## config.mk

```make
export PLATFORM = sky130hd
export DESIGN_NAME = registered_adder_flat
export DESIGN_NICKNAME = d
export VERILOG_FILES = /design/src/rtl/registered_adder_if.sv /design/src/rtl/registered_adder.sv /design/src/flat_wrapper.sv
export SDC_FILE = /design/constraint.sdc
export NUM_CORES = 1
export LEC_CHECK = 0
export CAP_MARGIN = 15
export CORE_AREA = 2 2 45 47
export DETAILED_ROUTE_END_ITERATION = 16
export DIE_AREA = 0 0 47 49
export GPL_TIMING_DRIVEN = 0
export HOLD_SLACK_MARGIN = 0.1
export PLACE_DENSITY = 0.8
export SYNTH_ARGS = -nofsm -noshare
export SYNTH_HDL_FRONTEND = slang
export SYNTH_SLANG_ARGS = --single-unit
```

## constraint.sdc

```tcl
create_clock -name clk -period 2 [get_ports clk]
set_clock_uncertainty 0.15 [all_clocks]
set_input_delay 0.6 -clock clk [delete_from_list [all_inputs] [get_ports clk]]
set_output_delay 0.6 -clock clk [all_outputs]
set_load 0.005 [all_outputs]
```

## src/rtl/registered_adder_if.sv

```systemverilog
// ----------------------------------------------------------------------------
// registered_adder_if
// Operand/result bundle for the registered_adder leaf cell.
//   in_valid  : operands a/b/cin valid this cycle        (master -> slave)
//   a, b      : unsigned WORD_WIDTH-bit operands          (master -> slave)
//   cin       : carry-in, tie 0 for a plain add           (master -> slave)
//   out_valid : y/cout/ovf hold a valid result            (slave -> master)
//   y         : registered sum, (a+b+cin) mod 2^WORD_WIDTH (slave -> master)
//   cout      : registered carry-out of the MSB           (slave -> master)
//   ovf       : registered two's-complement overflow flag (slave -> master)
// The adder itself connects through the slave modport; the operand source
// (PE accumulator, reduction tree node, bench) uses the master modport.
// ----------------------------------------------------------------------------
interface registered_adder_if #(
  parameter int WORD_WIDTH = 8
) ();

  logic                  in_valid;
  logic [WORD_WIDTH-1:0] a;
  logic [WORD_WIDTH-1:0] b;
  logic                  cin;
  logic                  out_valid;
  logic [WORD_WIDTH-1:0] y;
  logic                  cout;
  logic                  ovf;

  modport master (
    output in_valid,
    output a,
    output b,
    output cin,
    input  out_valid,
    input  y,
    input  cout,
    input  ovf
  );

  modport slave (
    input  in_valid,
    input  a,
    input  b,
    input  cin,
    output out_valid,
    output y,
    output cout,
    output ovf
  );

endinterface : registered_adder_if

```

## src/rtl/registered_adder.sv

```systemverilog
// ----------------------------------------------------------------------------
// registered_adder
// Unsigned WORD_WIDTH-bit adder with carry-in, carry-out and signed overflow,
// result registered once on clk. Arithmetic leaf for PE accumulators and
// reduction trees in the systolic-array datapath.
//
// Ports:
//   clk   : rising-edge clock
//   reset : asynchronous, active-high reset; clears out_valid/y/cout/ovf
//   bus   : registered_adder_if.slave (in_valid, a, b, cin in;
//           out_valid, y, cout, ovf out -- all outputs straight from flops)
//
// Core: carry-lookahead inside 4-bit groups, group carry-out rippling into
// the next group. A partial top group is padded with zero operand bits, so
// the padded positions have g=p=0 and can never inject a carry or an X.
// ----------------------------------------------------------------------------
module registered_adder #(
  parameter int WORD_WIDTH = 8
) (
  input  logic                  clk,
  input  logic                  reset,
  registered_adder_if.slave     bus
);

  // Number of 4-bit lookahead groups and the padded operand width.
  localparam int NUM_GROUPS = (WORD_WIDTH + 3) / 4;
  localparam int PAD_WIDTH  = NUM_GROUPS * 4;

  // --------------------------------------------------------------------------
  // 4-bit lookahead helper: returns carries into bit positions 1..4 of the
  // group (index 3 is the group carry-out), fully expanded so that every
  // carry is a two-level function of g, p and the group carry-in.
  // --------------------------------------------------------------------------
  function automatic logic [3:0] cla4(
    input logic [3:0] g,
    input logic [3:0] p,
    input logic       ci
  );
    logic [3:0] c;
    c[0] = g[0]
         | (p[0] & ci);
    c[1] = g[1]
         | (p[1] & g[0])
         | (p[1] & p[0] & ci);
    c[2] = g[2]
         | (p[2] & g[1])
         | (p[2] & p[1] & g[0])
         | (p[2] & p[1] & p[0] & ci);
    c[3] = g[3]
         | (p[3] & g[2])
         | (p[3] & p[2] & g[1])
         | (p[3] & p[2] & p[1] & g[0])
         | (p[3] & p[2] & p[1] & p[0] & ci);
    return c;
  endfunction

  // Zero-extended operands and per-bit generate/propagate.
  logic [PAD_WIDTH-1:0]  a_pad_s;
  logic [PAD_WIDTH-1:0]  b_pad_s;
  logic [PAD_WIDTH-1:0]  g_s;
  logic [PAD_WIDTH-1:0]  p_s;

  // carry_s[i] is the carry into bit i; carry_s[WORD_WIDTH] is the carry-out.
  logic [WORD_WIDTH:0]   carry_s;

  // Combinational results of the core.
  logic [WORD_WIDTH-1:0] y_c_s;
  logic                  cout_c_s;
  logic                  ovf_c_s;

  // Output register stage.
  logic                  out_valid_d;
  logic                  out_valid_q;
  logic [WORD_WIDTH-1:0] y_d;
  logic [WORD_WIDTH-1:0] y_q;
  logic                  cout_d;
  logic                  cout_q;
  logic                  ovf_d;
  logic                  ovf_q;

  assign a_pad_s = PAD_WIDTH'(bus.a);
  assign b_pad_s = PAD_WIDTH'(bus.b);
  assign g_s     = a_pad_s & b_pad_s;
  assign p_s     = a_pad_s ^ b_pad_s;

  // Carry chain: lookahead within each group, ripple between groups.
  always_comb begin : carry_chain
    logic [3:0] grp_v;
    logic       ripple_v;
    carry_s    = '0;
    grp_v      = 4'b0000;
    ripple_v   = bus.cin;
    carry_s[0] = bus.cin;
    for (int k = 0; k < NUM_GROUPS; k++) begin
      grp_v = cla4(g_s[4*k +: 4], p_s[4*k +: 4], ripple_v);
      for (int j = 0; j < 4; j++) begin
        // Carries beyond the carry-out position belong to padding only.
        if ((4*k + j + 1) <= WORD_WIDTH) begin
          carry_s[4*k + j + 1] = grp_v[j];
        end else begin
          carry_s = carry_s;
        end
      end
      ripple_v = grp_v[3];
    end
  end

  assign y_c_s    = p_s[WORD_WIDTH-1:0] ^ carry_s[WORD_WIDTH-1:0];
  assign cout_c_s = carry_s[WORD_WIDTH];
  // Signed overflow: carry into the MSB differs from carry out of it.
  assign ovf_c_s  = carry_s[WORD_WIDTH] ^ carry_s[WORD_WIDTH-1];

  // Next-state: capture on in_valid, otherwise drop valid and hold the data.
  always_comb begin
    out_valid_d = 1'b0;
    y_d         = y_q;
    cout_d      = cout_q;
    ovf_d       = ovf_q;
    if (bus.in_valid) begin
      out_valid_d = 1'b1;
      y_d         = y_c_s;
      cout_d      = cout_c_s;
      ovf_d       = ovf_c_s;
    end else begin
      out_valid_d = 1'b0;
      y_d         = y_q;
      cout_d      = cout_q;
      ovf_d       = ovf_q;
    end
  end

  // Output register stage; reset discards any in-flight result immediately.
  always_ff @(posedge clk or posedge reset) begin
    if (reset) begin
      out_valid_q <= 1'b0;
      y_q         <= '0;
      cout_q      <= 1'b0;
      ovf_q       <= 1'b0;
    end else begin
      out_valid_q <= out_valid_d;
      y_q         <= y_d;
      cout_q      <= cout_d;
      ovf_q       <= ovf_d;
    end
  end

  assign bus.out_valid = out_valid_q;
  assign bus.y         = y_q;
  assign bus.cout      = cout_q;
  assign bus.ovf       = ovf_q;

endmodule : registered_adder

```

## src/flat_wrapper.sv

```systemverilog
// flat-port wrapper written by rule: the top's interface ports become plain ports
module registered_adder_flat 
#(
  parameter int WORD_WIDTH = 8
)
  (clk, reset, bus_in_valid, bus_a, bus_b, bus_cin, bus_out_valid, bus_y, bus_cout, bus_ovf);
  registered_adder_if #(.WORD_WIDTH(WORD_WIDTH)) bus_i ();
  input  logic clk;
  input  logic reset;
  input wire logic [$bits(bus_i.in_valid)-1:0] bus_in_valid;
  input wire logic [$bits(bus_i.a)-1:0] bus_a;
  input wire logic [$bits(bus_i.b)-1:0] bus_b;
  input wire logic [$bits(bus_i.cin)-1:0] bus_cin;
  output wire logic [$bits(bus_i.out_valid)-1:0] bus_out_valid;
  output wire logic [$bits(bus_i.y)-1:0] bus_y;
  output wire logic [$bits(bus_i.cout)-1:0] bus_cout;
  output wire logic [$bits(bus_i.ovf)-1:0] bus_ovf;
  assign bus_i.in_valid = bus_in_valid;
  assign bus_i.a = bus_a;
  assign bus_i.b = bus_b;
  assign bus_i.cin = bus_cin;
  assign bus_out_valid = bus_i.out_valid;
  assign bus_y = bus_i.y;
  assign bus_cout = bus_i.cout;
  assign bus_ovf = bus_i.ovf;
  registered_adder #(.WORD_WIDTH(WORD_WIDTH)) u_core (.clk(clk), .reset(reset), .bus(bus_i));
endmodule
```

==> results by group <==
Status
  • Outcome: finished, violations left
  • Failing checks: negative setup slack

CTS
  • Maximum root-to-sink buffer count: 2
  • Num Clock Sinks: 11
  • Worst-path clk slew: around 0.080 ns
  • H-tree levels: 1
  • CTS Buf Count: 3
  • Root Buffer: clkbuf_4
  • Hold Buf Count CTS: 0
  • CTS tree: done
  • Worst-Skew Late Latency: between 0.2 and 0.3 ns

Logic synthesis
  • Area leader, netlist: dfrtp_1
  • Async set-reset flop share out of synthesis: 100%
  • Synth Register Bits: 11
  • Register area share after synthesis: about 35%
  • Cells after Synth: 75
  • Synth Flop Type: dfrtp_1
  • Synth cell types: 34
  • Synth top area cells: dfrtp_1 35%, ha_1 13%, mux2_2 5.8%, fa_1 5.2%, a21o_1 4.8%
  • Yosys Warn Count: 0
  • Synth top area share: between 30 and 40%
  • Synth Net Count: about 110
  • Avg Synthesized Cell Area: 10.3 um2
  • Post-Syn Area: slightly below 800 um2
  • Number of synthesized flops with an enable pin: 0

Timing
  • Max-slew violation count: 0
  • Final hold violation count: 0
  • Relative slew slack: approximately 70%
  • Max Freq: about 0.47 GHz
  • Final setup margin: -0.116 ns
  • Post-layout min period: approximately 2.1 ns
  • Slew @ Worst Pin: 0.444 ns
  • RSZ-0062 raised after global routing: true
  • Period utilization: 106%
  • Final setup viols: 3

Drt
  • Met2 wire len: approximately 1000 um
  • Met3 wire len: approximately 120 um
  • Vias: roughly 750
  • WL/cell: ~14 um
  • DRT iter0 DRCs: 17
  • Total Wirelength: ~2000 um
  • DRT met1 WL: 839 um
  • Vias per cell: slightly above 5
  • DRC violations left: 0
  • Post-DRT Antenna Nets: 0
  • Initial DRT Pass Iterations: 4
  • Max layer used: met4

Global route
  • Gr ovfl total: 0
  • Antenna violations before repair: 0
  • Largest net degree at the start of global routing: 12
  • Tot GR Track Use: roughly a fifth
  • Vias in the first global route: about 800
  • First-pass GRT wire length: about 3300 um

Floorplanning
  • Initial Utilization: 42.1%
  • I/O pins: 31
  • Chip Height: 49 um
  • Die X: ~47 um
  • Die ar.: 0.00230 mm2
  • Core area: between 0.0015 and 0.002 mm2
  • Rows: 16

Pwr
  • Leakage: 0.596 nW
  • Total power: approximately 0.81 mW
  • VDD IR max: roughly 0.41 mV
  • Pwr Density: just over 600 mW/mm2

Placement
  • Placed cells: around 130
  • # port buffers: 30
  • Gpl congestion: 0.854
  • Detailed Place HPWL: roughly 1300 um

Setup path
  • Delay-heaviest family, CP: adder cells
  • Buf/Inv on CP: 1
  • Crit path largest cell delay: 0.41 ns
  • WP data required: roughly 2 ns
  • Critical path class: input port to flip-flop
  • Worst Setup End Kind: flip-flop
  • WP depth: 7
  • Crit path DAT: approximately 2.1 ns
  • CP max-delay cell: fa_2
  • Critical Path Fanout Max: 2
  • CP Cell Sequence: buf_8 -> ha_4 -> a211oi_4 -> o21bai_2 -> a21o_1 -> fa_2 -> mux2_4
  • Setup crit start kind: input port
  • Reg2reg path depth: 3

Cells and area
  • Layout Cells excl Fill: approximately 150
  • Layout cells sized above 1: approximately a third
  • Synth-to-layout area growth: 71.9%
  • Ant. Diodes: 0
  • Fin nets: approximately 150

Hold path
  • Type of the worst min-delay path: flip-flop to flip-flop
  • Hold path cells: 1

Run
  • Max-cap viol count: 0
[layout by cell type (no fill, tap or decap), types with 2 or more instances in the layout]
| master | Yosys | routed |
|---|---|---|
| dlygate4sd2_1 | 0 | 8 |
| ha_4 | 0 | 7 |
| inv_1 | 3 | 3 |
| buf_2 | 0 | 4 |
| a21oi_1 | 3 | 3 |
| nand2_1 | 3 | 3 |
| a211oi_1 | 2 | 2 |
| a21o_1 | 5 | 5 |
| dfrtp_1 | 11 | 11 |
| buf_4 | 0 | 11 |
| clkdlybuf4s50_1 | 0 | 15 |
| mux2_2 | 4 | 3 |
| o311ai_2 | 0 | 2 |
| xnor2_1 | 2 | 2 |
| nor2_1 | 9 | 9 |
| clkbuf_2 | 0 | 2 |
| buf_8 | 0 | 2 |
| clkbuf_4 | 0 | 3 |
[worst reg2reg max path, cell delays in order (launching register included)]
cell,delay [ns]
dfrtp_1,0.38
nor2b_1,0.14
a311oi_2,0.29
o311ai_2,0.14
[state kept, by name (all words and copies together), names as in the netlist]
signal                cells
u_core.bus.ovf            1
u_core.bus.y              8
u_core.bus.out_valid      1
u_core.bus.cout           1
[stage by stage]
| stage | utilization, % | hold WS (ns) | setup TNS [ns] | setup WS [ns] | instance area [um2] |
|---|---|---|---|---|---|
| finish | 72.4 | 0.337 | -0.136 | -0.116 | 1330 |
| global route | 72.4 | 0.386 | -0.159 | -0.123 | 1330 |
| detailed placement | 61.5 | 0.327 | -4.82 | -0.940 | 1130 |
| global placement | 61.5 | 0.323 | -4.70 | -0.915 | 1130 |
| floorplan | - | 0.302 | -0.494 | -0.294 | 798 |
| CTS | 69.6 | 0.344 | -0.255 | -0.191 | 1280 |
[Yosys cell counts, drive strengths merged (2+ instances only)]
| library cell | instances |
|---|---|
| a211oi | 3 |
| mux2 | 4 |
| nor2 | 9 |
| xnor2 | 2 |
| a21o | 5 |
| ha | 8 |
| a21oi | 3 |
| fa | 2 |
| o21ai | 2 |
| o311ai | 2 |
| inv | 3 |
| dfrtp | 11 |
| nand2 | 3 |
[layer usage]
metal | global-route usage, % | up-vias
li1 | - | 370
met1 | 24.1 | 351
met2 | 33.1 | 27
met3 | 3.70 | 4
met4 | 5.56 | 0
met5 | 0 | -
[where the power goes]
part	switching (mW)	total, mW	internal (mW)
combinational	0.140	0.367	0.227
clock	0.0834	0.157	0.0740
sequential	0.0196	0.282	0.262
total	0.243	0.806	0.564
[final cells by class]
cell class,count,area [um2]
multi-input cells,60,623
inverters,3,11.3
clock buffers,3,22.5
repair buffers,41,358
well taps,27,33.8
flip-flops and latches,11,275
clock inverters,1,5.00
fillers,146,508
plain buffers,1,5.00
[path summary, 6_finish.rpt]
check	start	end	slack, ns
worst max-delay path	bus_b[0]	u_core.bus.y[4]	-0.12
worst min-delay path	u_core.bus.y[2]	u_core.bus.y[2]	0.34
worst max register to register	u_core.bus.y[7]	u_core.bus.y[7]	0.77
worst min register to register	u_core.bus.y[2]	u_core.bus.y[2]	0.34
max in group asynchronous	reset	u_core.bus.y[6]	0.91
min in group asynchronous	reset	u_core.bus.y[5]	0.48
[cell families (layout without fill, tap and decap cells)]
group	after synthesis	after routing	synth area share [%]
flops	11	11	35.5
fa+ha+maj	10	10	18.1
xor+xnor	3	3	3.39
simple gates	19	19	11.3
compound gates	23	23	22.7
buf+inv	4	49	1.93
mux	5	5	7.10
[repair_timing]
item                                    CTS  global route
pin swaps                                16             7
gates resized for setup                  45            13
setup buffers                             8             3
endpoints found under the setup margin    7             5
(Power assumes the default switching activity.)
